--- src/rtl/instr_encoder_loader.sv ---
// Packs decoded instruction fields into 32-bit words and streams them into instruction memory.
// Optional feature macro: ENC_JUMP_CHECK_EN (rejects j targets outside instruction memory).
module instr_encoder_loader #(
    parameter int unsigned ADDR_W    = 8,
    parameter int unsigned ADDR_STEP = 4
) (
    input  logic              clk,
    input  logic              rst,
    input  logic              start,
    input  logic [ADDR_W-1:0] start_addr,
    input  logic              in_valid,
    output logic              in_ready,
    input  logic              in_last,
    input  logic [5:0]        in_op,
    input  logic [4:0]        in_rs,
    input  logic [4:0]        in_rt,
    input  logic [4:0]        in_rd,
    input  logic [4:0]        in_shamt,
    input  logic [5:0]        in_ftn,
    input  logic [15:0]       in_imm,
    input  logic [25:0]       in_target,
    output logic              im_we,
    output logic [ADDR_W-1:0] im_addr,
    output logic [31:0]       im_wdata,
    output logic              busy,
    output logic              done,
    output logic              err,
    output logic [5:0]        err_op,
    output logic              wrapped,
    output logic [ADDR_W:0]   count
);

    localparam logic [1:0] S_IDLE  = 2'd0;
    localparam logic [1:0] S_LOAD  = 2'd1;
    localparam logic [1:0] S_FLUSH = 2'd2;
    localparam logic [1:0] S_DONE  = 2'd3;

    localparam int unsigned CNT_W = ADDR_W + 1;
    localparam logic [ADDR_W:0] STEP_EXT = (ADDR_W + 1)'(ADDR_STEP);

    logic [1:0]        state;
    logic [1:0]        state_next;
    logic [ADDR_W-1:0] addr;
    logic              accept_c;
    logic              legal_c;
    logic [31:0]       word_c;
    logic [ADDR_W:0]   addr_sum_c;
    logic [CNT_W-1:0]  count_inc_c;

    assign accept_c    = in_valid & in_ready;
    assign addr_sum_c  = {1'b0, addr} + STEP_EXT;
    assign count_inc_c = (count == {CNT_W{1'b1}}) ? count : count + CNT_W'(1);

    // Opcode-directed field packing; unknown opcodes are flagged illegal.
    always_comb begin
        legal_c = 1'b1;
        word_c  = 32'd0;
        case (in_op)
            6'b000000, 6'b001000:
                word_c = {in_op, in_rs, in_rt, in_rd, in_shamt, in_ftn};
            6'b000001, 6'b001001, 6'b000010, 6'b000011,
            6'b000110, 6'b001010, 6'b000111:
                word_c = {in_op, in_rs, in_rt, in_imm};
            6'b101010:
                word_c = {in_op, 5'd0, in_rt, in_imm};
            6'b000100: begin
                word_c = {in_op, in_target};
`ifdef ENC_JUMP_CHECK_EN
                if ((in_target >> ADDR_W) != 26'd0) begin
                    legal_c = 1'b0;
                end
`else
`endif
            end
            default:
                legal_c = 1'b0;
        endcase
    end

    always_comb begin
        state_next = state;
        case (state)
            S_IDLE:  if (start) state_next = S_LOAD;
            S_LOAD:  if (accept_c && in_last) state_next = S_FLUSH;
            S_FLUSH: state_next = S_DONE;
            S_DONE:  state_next = S_IDLE;
            default: state_next = S_IDLE;
        endcase
    end

    always_ff @(posedge clk) begin
        if (rst) begin
            state <= S_IDLE;
        end else begin
            state <= state_next;
        end
    end

    // Datapath and registered status; the write register drains every cycle.
    always_ff @(posedge clk) begin
        if (rst) begin
            addr     <= '0;
            in_ready <= 1'b0;
            busy     <= 1'b0;
            done     <= 1'b0;
            im_we    <= 1'b0;
            im_addr  <= '0;
            im_wdata <= 32'd0;
            err      <= 1'b0;
            err_op   <= 6'd0;
            wrapped  <= 1'b0;
            count    <= '0;
        end else begin
            im_we    <= 1'b0;
            in_ready <= (state_next == S_LOAD);
            busy     <= (state_next != S_IDLE);
            done     <= (state_next == S_DONE);
            if (state == S_IDLE && start) begin
                addr    <= start_addr;
                err     <= 1'b0;
                err_op  <= 6'd0;
                wrapped <= 1'b0;
                count   <= '0;
            end
            if (accept_c) begin
                if (legal_c) begin
                    im_we    <= 1'b1;
                    im_addr  <= addr;
                    im_wdata <= word_c;
                    addr     <= addr_sum_c[ADDR_W-1:0];
                    count    <= count_inc_c;
                    if (addr_sum_c[ADDR_W]) begin
                        wrapped <= 1'b1;
                    end
                end else begin
                    err <= 1'b1;
                    if (!err) begin
                        err_op <= in_op;
                    end
                end
            end
        end
    end

endmodule

--- config.mk ---
export PLATFORM = sky130hd
export DESIGN_NAME = instr_encoder_loader
export DESIGN_NICKNAME = d
export VERILOG_FILES = /design/src/rtl/instr_encoder_loader.sv
export SDC_FILE = /design/constraint.sdc
export NUM_CORES = 1
export LEC_CHECK = 0
export ABC_AREA = 1
export CAP_MARGIN = 0
export CELL_PAD_IN_SITES_DETAIL_PLACEMENT = 0
export CELL_PAD_IN_SITES_GLOBAL_PLACEMENT = 2
export CORE_UTILIZATION = 22
export DETAILED_ROUTE_END_ITERATION = 7
export PLACE_DENSITY_LB_ADDON = 0.1
export SLEW_MARGIN = 10
export SYNTH_ARGS = -nofsm -noshare
export SYNTH_HDL_FRONTEND = slang
export SYNTH_SLANG_ARGS = --single-unit
--- constraint.sdc ---
create_clock -name clk -period 2.15 [get_ports clk]
set_input_delay 0.5375 -clock clk [delete_from_list [all_inputs] [get_ports clk]]
set_output_delay 0.5375 -clock clk [all_outputs]
set_load 0.005 [all_outputs]
### Yosys cells after proc, flatten, opt, wreduce, memory -nomap -nowiden

Cells that the tools add are included.

| word-level totals | value |
|---|---|
| bits in registers | 71 |
| bits of input ports | 87 |
| output and inout port bits | 61 |

| operators by class | value |
|---|---|
| add/subtract/negate cells | 2 |
| eq/ne operators | 17 |
| mux-type cells | 24 |
| bitwise operators | 2 |
| reduce and logical (&&, ||, !) cells | 10 |

Operator list:

| kind | number |
|---|---|
| 32-bit case mux with 4 select lines | 1 |
| 9-bit two-way mux | 4 |
| 6-bit two-way mux | 4 |
| 8-bit two-way mux | 3 |
| 6-bit by 3-bit == test with 1-bit output (second input constant) | 3 |
| 6-bit by 4-bit == test with 1-bit output (second input constant) | 3 |
| 6-bit by 2-bit == test with 1-bit output (second input constant) | 2 |
| 11-bit OR reduction | 1 |
| 8-bit by 3-bit adder with 9-bit output (second input constant) | 1 |
| 9-bit by 1-bit adder with 9-bit output (second input constant) | 1 |
| 9-bit == test (second input constant) | 1 |
| 1-bit two-way mux | 9 |
| 2-bit case mux with 4 select lines | 1 |
| 7-bit OR reduction | 1 |
| 2-bit == test (second input constant) | 3 |
| 6-bit by 1-bit == test with 1-bit output (second input constant) | 1 |
| 6-bit == test (second input constant) | 1 |
| 6-bit zero test | 1 |
| 2-bit by 1-bit == test with 1-bit output (second input constant) | 2 |
| 2-bit two-way mux | 2 |
| 2-bit OR reduction | 2 |
| 3-bit != test (second input constant) | 1 |
| 1-bit logical AND | 2 |
| 2-bit zero test | 1 |
| other kinds (4) | 4 |

### Logic depth before layout (Yosys ltp)

| depth | value |
|---|---|
| depth in word-level cells | 6 |
| gate-level depth with buffers | 12 |
| depth with buffers taken out | 12 |

### Worst setup path before layout

OpenSTA, ideal clock, no wires.

| timing | value |
|---|---|
| kind | register -> register |
| start point | register count[0] |
| end point | register count[6] |
| library setup time | 0.117 ns |
| arrival | 1.583 ns |
| path slack | 0.449 ns |
| cell stages (with the launch flop) | 13 |
| buffers on the path | 1 |
| cells stage by stage | dfxtp_1 -> ha_1 -> nand2_1 -> nor2_1 -> nand2_1 -> nor3_1 -> ha_1 -> inv_1 -> clkbuf_1 -> nand4_1 -> nand2_1 -> nand2_1 -> nor2_1 |

| on the way | value |
|---|---|
| longest elaborated chain between the ends | 4 |
| elaborated cells between the ends (all ways) | 6 |
| those cells by class | add/sub: 1; eq/ne: 2; mux: 3 |

RTL lines:

| element | RTL line | source |
|---|---|---|
| start, declared | 30 | `output logic [ADDR_W:0] count` |
| start signal, assigned | 131 | `count <= count_inc_c;` |
| 9-bit by 1-bit adder with 9-bit output | 52 | `assign count_inc_c = (count == {CNT_W{1'b1}}) ? count : count + CNT_W'(1);` |
| 9-bit two-way mux | 52 |  |
| 9-bit two-way mux | 126 | `if (legal_c) begin` |
| 9-bit two-way mux | 125 | `if (accept_c) begin` |

Parallel ways exist; a longest one is shown, timed or not. The select of a mux whose other input is x is not followed.
A chain may end at the register's enable or synchronous reset.

### Final worst setup path

| timing | value |
|---|---|
| start point | input in_op[4] |
| end point | register addr[2] |

| on the way | value |
|---|---|
| longest elaborated chain between the ends | 5 |
| elaborated cells between the ends (all ways) | 15 |
| those cells by class | eq/ne: 10; mux: 3; reduce/logical: 2 |

RTL lines:

| element | RTL line | source |
|---|---|---|
| start, declared | 14 | `input logic [5:0] in_op,` |
| 6-bit by 3-bit == test with 1-bit output (tied with other cells) | 58 | `case (in_op)` |
| 11-bit OR reduction (no line) * | - |  |
| 1-bit two-way mux * | 58 |  |
| 8-bit two-way mux * | 126 |  |
| 8-bit two-way mux * | 125 |  |
| end signal, assigned | 119 | `addr <= start_addr;` |
| end signal, assigned | 130 | `addr <= addr_sum_c[ADDR_W-1:0];` |
| end, declared | 43 | `logic [ADDR_W-1:0] addr;` |

Mark *: on every way between the ends. The rest lies on a longest branch, timed or not.

==> impl_results.md <==
* Status: complete, no violations
* Antenna violations before repair at 0
* Pin count of the biggest net entering global routing at 34
* Sum of internal, switching and leakage power at 3.54 mW
* RSZ-0062 raised after global routing: no
* Fin. max-slew vios at 0
* Y dimension of the die at 127 um
* Global-route usage over all layers at 15.7%
* Detailed Route WL at 12.2 mm
* Worst Setup Start Kind: input port
* Via count at 3,780
* Switching share of total power at 23.8%
* Final Instance Count excl. Fillers at 853
* Clk Latency, worst-skew pair at 0.34 ns
* Share of layout cells above drive strength 1 at 10.8%
* Total DRC errors in the routed layout at 0
* Register area at 1420 um^2
* Max cap viols at 0
* Post-synthesis to final-layout area growth at 66.7%
* Logic pwr share at 14.3%
* Sequential area share after synthesis at 41.5%
* Cell type with the highest aggregate area in the netlist: sky130_fd_sc_hd__dfxtp_1
* Internal Pwr Total at 2.70 mW
* Avg WL per Cell at 14.3 um
* GR Overflow Total at 0
* Worst clock skew at 0.00642 ns
* Share of power burned in the clock network at 46.5%
* Cells after Synth at 491
* Antenna diodes at 0
* Number of filler instances in the final layout at 1,593
* P_leak at 2.42 nW
* Die Outline Area at 16,100 um^2
* Hold Vio Cnt, Final at 0
* Time the worst path needs with I/O delays and setup at 2.01 ns
* Max Freq at 0.497 GHz
* Post-CTS repair timing setup buffer count at 0
* Detail Route Antenna Nets at 0
* Ratio of final minimum period to clock period at 93.5%
* Vias in the first global route at 3,630
* Min setup slack post-route at 0.140 ns
* Worst hold-check path type: flop to flop
* Post-synth EDFFs at 0
* CTS clk-pin slew, worst paths at 0.06 ns
* TritonCTS clock tree: done
* Worst setup slack after placement at -0.212 ns
* # rows at 45
* Leading cell types by total area after synthesis: sky130_fd_sc_hd__dfxtp_1 42%, sky130_fd_sc_hd__nand2_1 13%, sky130_fd_sc_hd__a21oi_1 9.4%
* Worst vdd ir at 0.000347 V
* Max H-tree Level at 3
* Number of port buffers at 147
* CTS Buf Count at 9
* Post-DP HPWL at 9.20 mm
* Most used DFF post-synth: sky130_fd_sc_hd__dfxtp_1
* Layout Nets at 750
* Total power divided by cell area at 620 nW/um^2
* Share of the synthesized area in the top cell type at 41.5%
* Critical path arrival at 2.25 ns
* Ratio of routed vias to standard cells at 4.43
* Slew @ Worst Pin at 0.418 ns
* Core outline area at 15,200 um^2
* Count of synthesis-stage warnings from yosys at 0
* Critical path start-end classification: input port to flop
* Number of library cell types mapped by synthesis at 32
* Top fanout value on the critical path at 23
* Buffer levels on the longest clock path at 2
* P_sw at 0.841 mW
* Worst Path Required at 2.39 ns
* Synth Cell Area at 3420 um^2
* Nets in the synthesized netlist at 581
* First-pass GRT wire length at 19.1 mm
* Critical path endpoint category: flop
* Footprint of the multi-input gates at 1730 um^2
* Avg Inst Size Synth at 6.97 um^2
* Initial core utilization at 22.5%
* First-iteration detailed-routing DRC count at 131
* Register bit total from synthesis at 71
* Remaining max-slew budget at the tightest pin at 72.1%
* Fraction of registers with async set/reset at 0%
* Final setup fails at 0
* Master cell of the clock root buffer: sky130_fd_sc_hd__clkbuf_16
* Seq pwr share at 39.2%
* 1st-pass router iterations at 4
* Clock sink count at 71
* Placed Cells at 837
* I/O Pins at 148
* Die extent in x at 127 um
* Final RePlAce weighted congestion at 0.813
==> layout by cell type (no fill, tap or decap) <==
cell and instances:
sky130_fd_sc_hd__a21boi_0 2, sky130_fd_sc_hd__a21boi_1 4, sky130_fd_sc_hd__a21oi_1 64, sky130_fd_sc_hd__a31oi_1 1, sky130_fd_sc_hd__and3_1 1, sky130_fd_sc_hd__buf_12 9
sky130_fd_sc_hd__buf_4 28, sky130_fd_sc_hd__bufinv_16 2, sky130_fd_sc_hd__clkbuf_1 1, sky130_fd_sc_hd__clkbuf_16 9, sky130_fd_sc_hd__clkbuf_8 1, sky130_fd_sc_hd__clkdlybuf4s50_1 147
sky130_fd_sc_hd__clkinv_1 3, sky130_fd_sc_hd__clkinv_2 1, sky130_fd_sc_hd__clkinv_4 1, sky130_fd_sc_hd__clkinvlp_4 1, sky130_fd_sc_hd__dfxtp_1 71, sky130_fd_sc_hd__ha_1 3
sky130_fd_sc_hd__inv_1 31, sky130_fd_sc_hd__inv_2 3, sky130_fd_sc_hd__nand2_1 115, sky130_fd_sc_hd__nand2_2 4, sky130_fd_sc_hd__nand2_4 2, sky130_fd_sc_hd__nand3_1 20
sky130_fd_sc_hd__nand3_2 2, sky130_fd_sc_hd__nand3_4 1, sky130_fd_sc_hd__nand3b_4 1, sky130_fd_sc_hd__nand4_1 8, sky130_fd_sc_hd__nor2_1 59, sky130_fd_sc_hd__nor2_2 4
sky130_fd_sc_hd__nor2_8 2, sky130_fd_sc_hd__nor3_1 1, sky130_fd_sc_hd__o21ai_0 22, sky130_fd_sc_hd__o21ai_1 36, sky130_fd_sc_hd__or2_2 1, sky130_fd_sc_hd__xnor2_1 2
sky130_fd_sc_hd__xor2_1 2
==> per-layer routing <==
layer  global-route usage (%)  share of wire (%)  vias up
li1                         -                  -     1946
met1                     18.9                 43     1723
met2                     26.6                 50       96
met3                     3.67                5.2       15
met4                     6.86                2.0        0
met5                        0                  0        -
==> per-stage QoR <==
step | TNS, ns | hold WS, ns | area, um^2 | util [%]
2_1_floorplan | 0 | 0.433 | 3420 | -
3_3_place_gp | -6.18 | 0.449 | 5370 | 35.3
3_5_place_dp | -9.27 | 0.456 | 5370 | 35.3
4_1_cts | 0 | 0.468 | 5690 | 37.5
5_1_grt | 0 | 0.494 | 5710 | 37.5
6_report | 0 | 0.464 | 5710 | 37.5
==> registers in the layout, summed over array words and instances (netlist names) <==
signal / cells
count: 9
done: 1
err: 1
state: 2
im_wdata: 32
err_op: 6
busy: 1
wrapped: 1
in_ready: 1
im_we: 1
addr: 8
im_addr: 8
==> area by class of cell <==
type,count,area share (%)
Clock inverter,5,1.43
Tap cell,188,4.12
Timing Repair Buffer,184,32.6
Clock buffer,11,4.25
Sequential cell,71,24.9
Multi-Input combinational cell,357,30.2
Inverter,37,2.43
==> final timing paths <==
kind                    from    endpoint  slack, ns  cells past startpoint
setup / recovery    in_op[4]     addr[2]       0.14                      9
hold / removal    im_addr[2]  im_addr[2]       0.46                      2
setup reg to reg    count[1]    count[3]       0.25                     11
hold reg to reg   im_addr[2]  im_addr[2]       0.46                      2
==> worst max-delay path, cell delays in order <==
cell                              delay [ns]
sky130_fd_sc_hd__clkdlybuf4s50_1        0.46
sky130_fd_sc_hd__nor2_1                 0.25
sky130_fd_sc_hd__nand3_1                0.19
sky130_fd_sc_hd__nand3_2                0.17
sky130_fd_sc_hd__nor2_8                 0.07
sky130_fd_sc_hd__nor2_8                 0.12
sky130_fd_sc_hd__buf_12                 0.17
sky130_fd_sc_hd__nand2_1                0.08
sky130_fd_sc_hd__and3_1                 0.18
==> cell families (layout without fill, tap and decap cells) <==
family	Yosys count	in the layout	synth area share, %
AND/OR/NAND/NOR	221	221	28.6
adder cells (fa/ha/maj)	3	3	1.10
flip-flops	71	71	41.5
buffers and inverters	63	237	8.44
AO/OA/AOI/OAI	129	129	19.3
XOR/XNOR	4	4	1.02
==> synth_stat cells, types with 2 or more instances <==
master,n
sky130_fd_sc_hd__a21boi_1,4
sky130_fd_sc_hd__nand4_1,8
sky130_fd_sc_hd__buf_2,6
sky130_fd_sc_hd__buf_6,4
sky130_fd_sc_hd__inv_2,3
sky130_fd_sc_hd__a21boi_0,2
sky130_fd_sc_hd__nor2_1,61
sky130_fd_sc_hd__xor2_1,2
sky130_fd_sc_hd__o21ai_1,36
sky130_fd_sc_hd__nand2_4,2
sky130_fd_sc_hd__nor2_8,2
sky130_fd_sc_hd__nand3_1,21
sky130_fd_sc_hd__dfxtp_1,71
sky130_fd_sc_hd__xnor2_1,2
sky130_fd_sc_hd__nand2_1,116
sky130_fd_sc_hd__nand2_2,3
sky130_fd_sc_hd__inv_1,31
sky130_fd_sc_hd__a21oi_1,64
sky130_fd_sc_hd__nor2_2,2
sky130_fd_sc_hd__clkbuf_1,11
sky130_fd_sc_hd__o21ai_0,22
sky130_fd_sc_hd__ha_1,3
sky130_fd_sc_hd__buf_4,4
sky130_fd_sc_hd__clkinv_1,3
==> repair_timing <==
action                                  in CTS  in global routing
resized for setup                            0                  4
hold buffers                                 0                  0
endpoints found under the setup margin       0                 12
==> power by group through the flow <==
| stage | Combinational [mW] | Sequential, mW | Clock, mW |
|---|---|---|---|
| after CTS | 0.515 | 1.39 | 1.71 |
| after floorplan | 0.190 | 1.41 | 0 |
| after detailed placement | 0.512 | 1.42 | 0 |
| after global routing | 0.558 | 1.39 | 1.76 |
| after global placement | 0.511 | 1.42 | 0 |
| final | 0.508 | 1.39 | 1.65 |
Power figures use the tool's default switching activity.
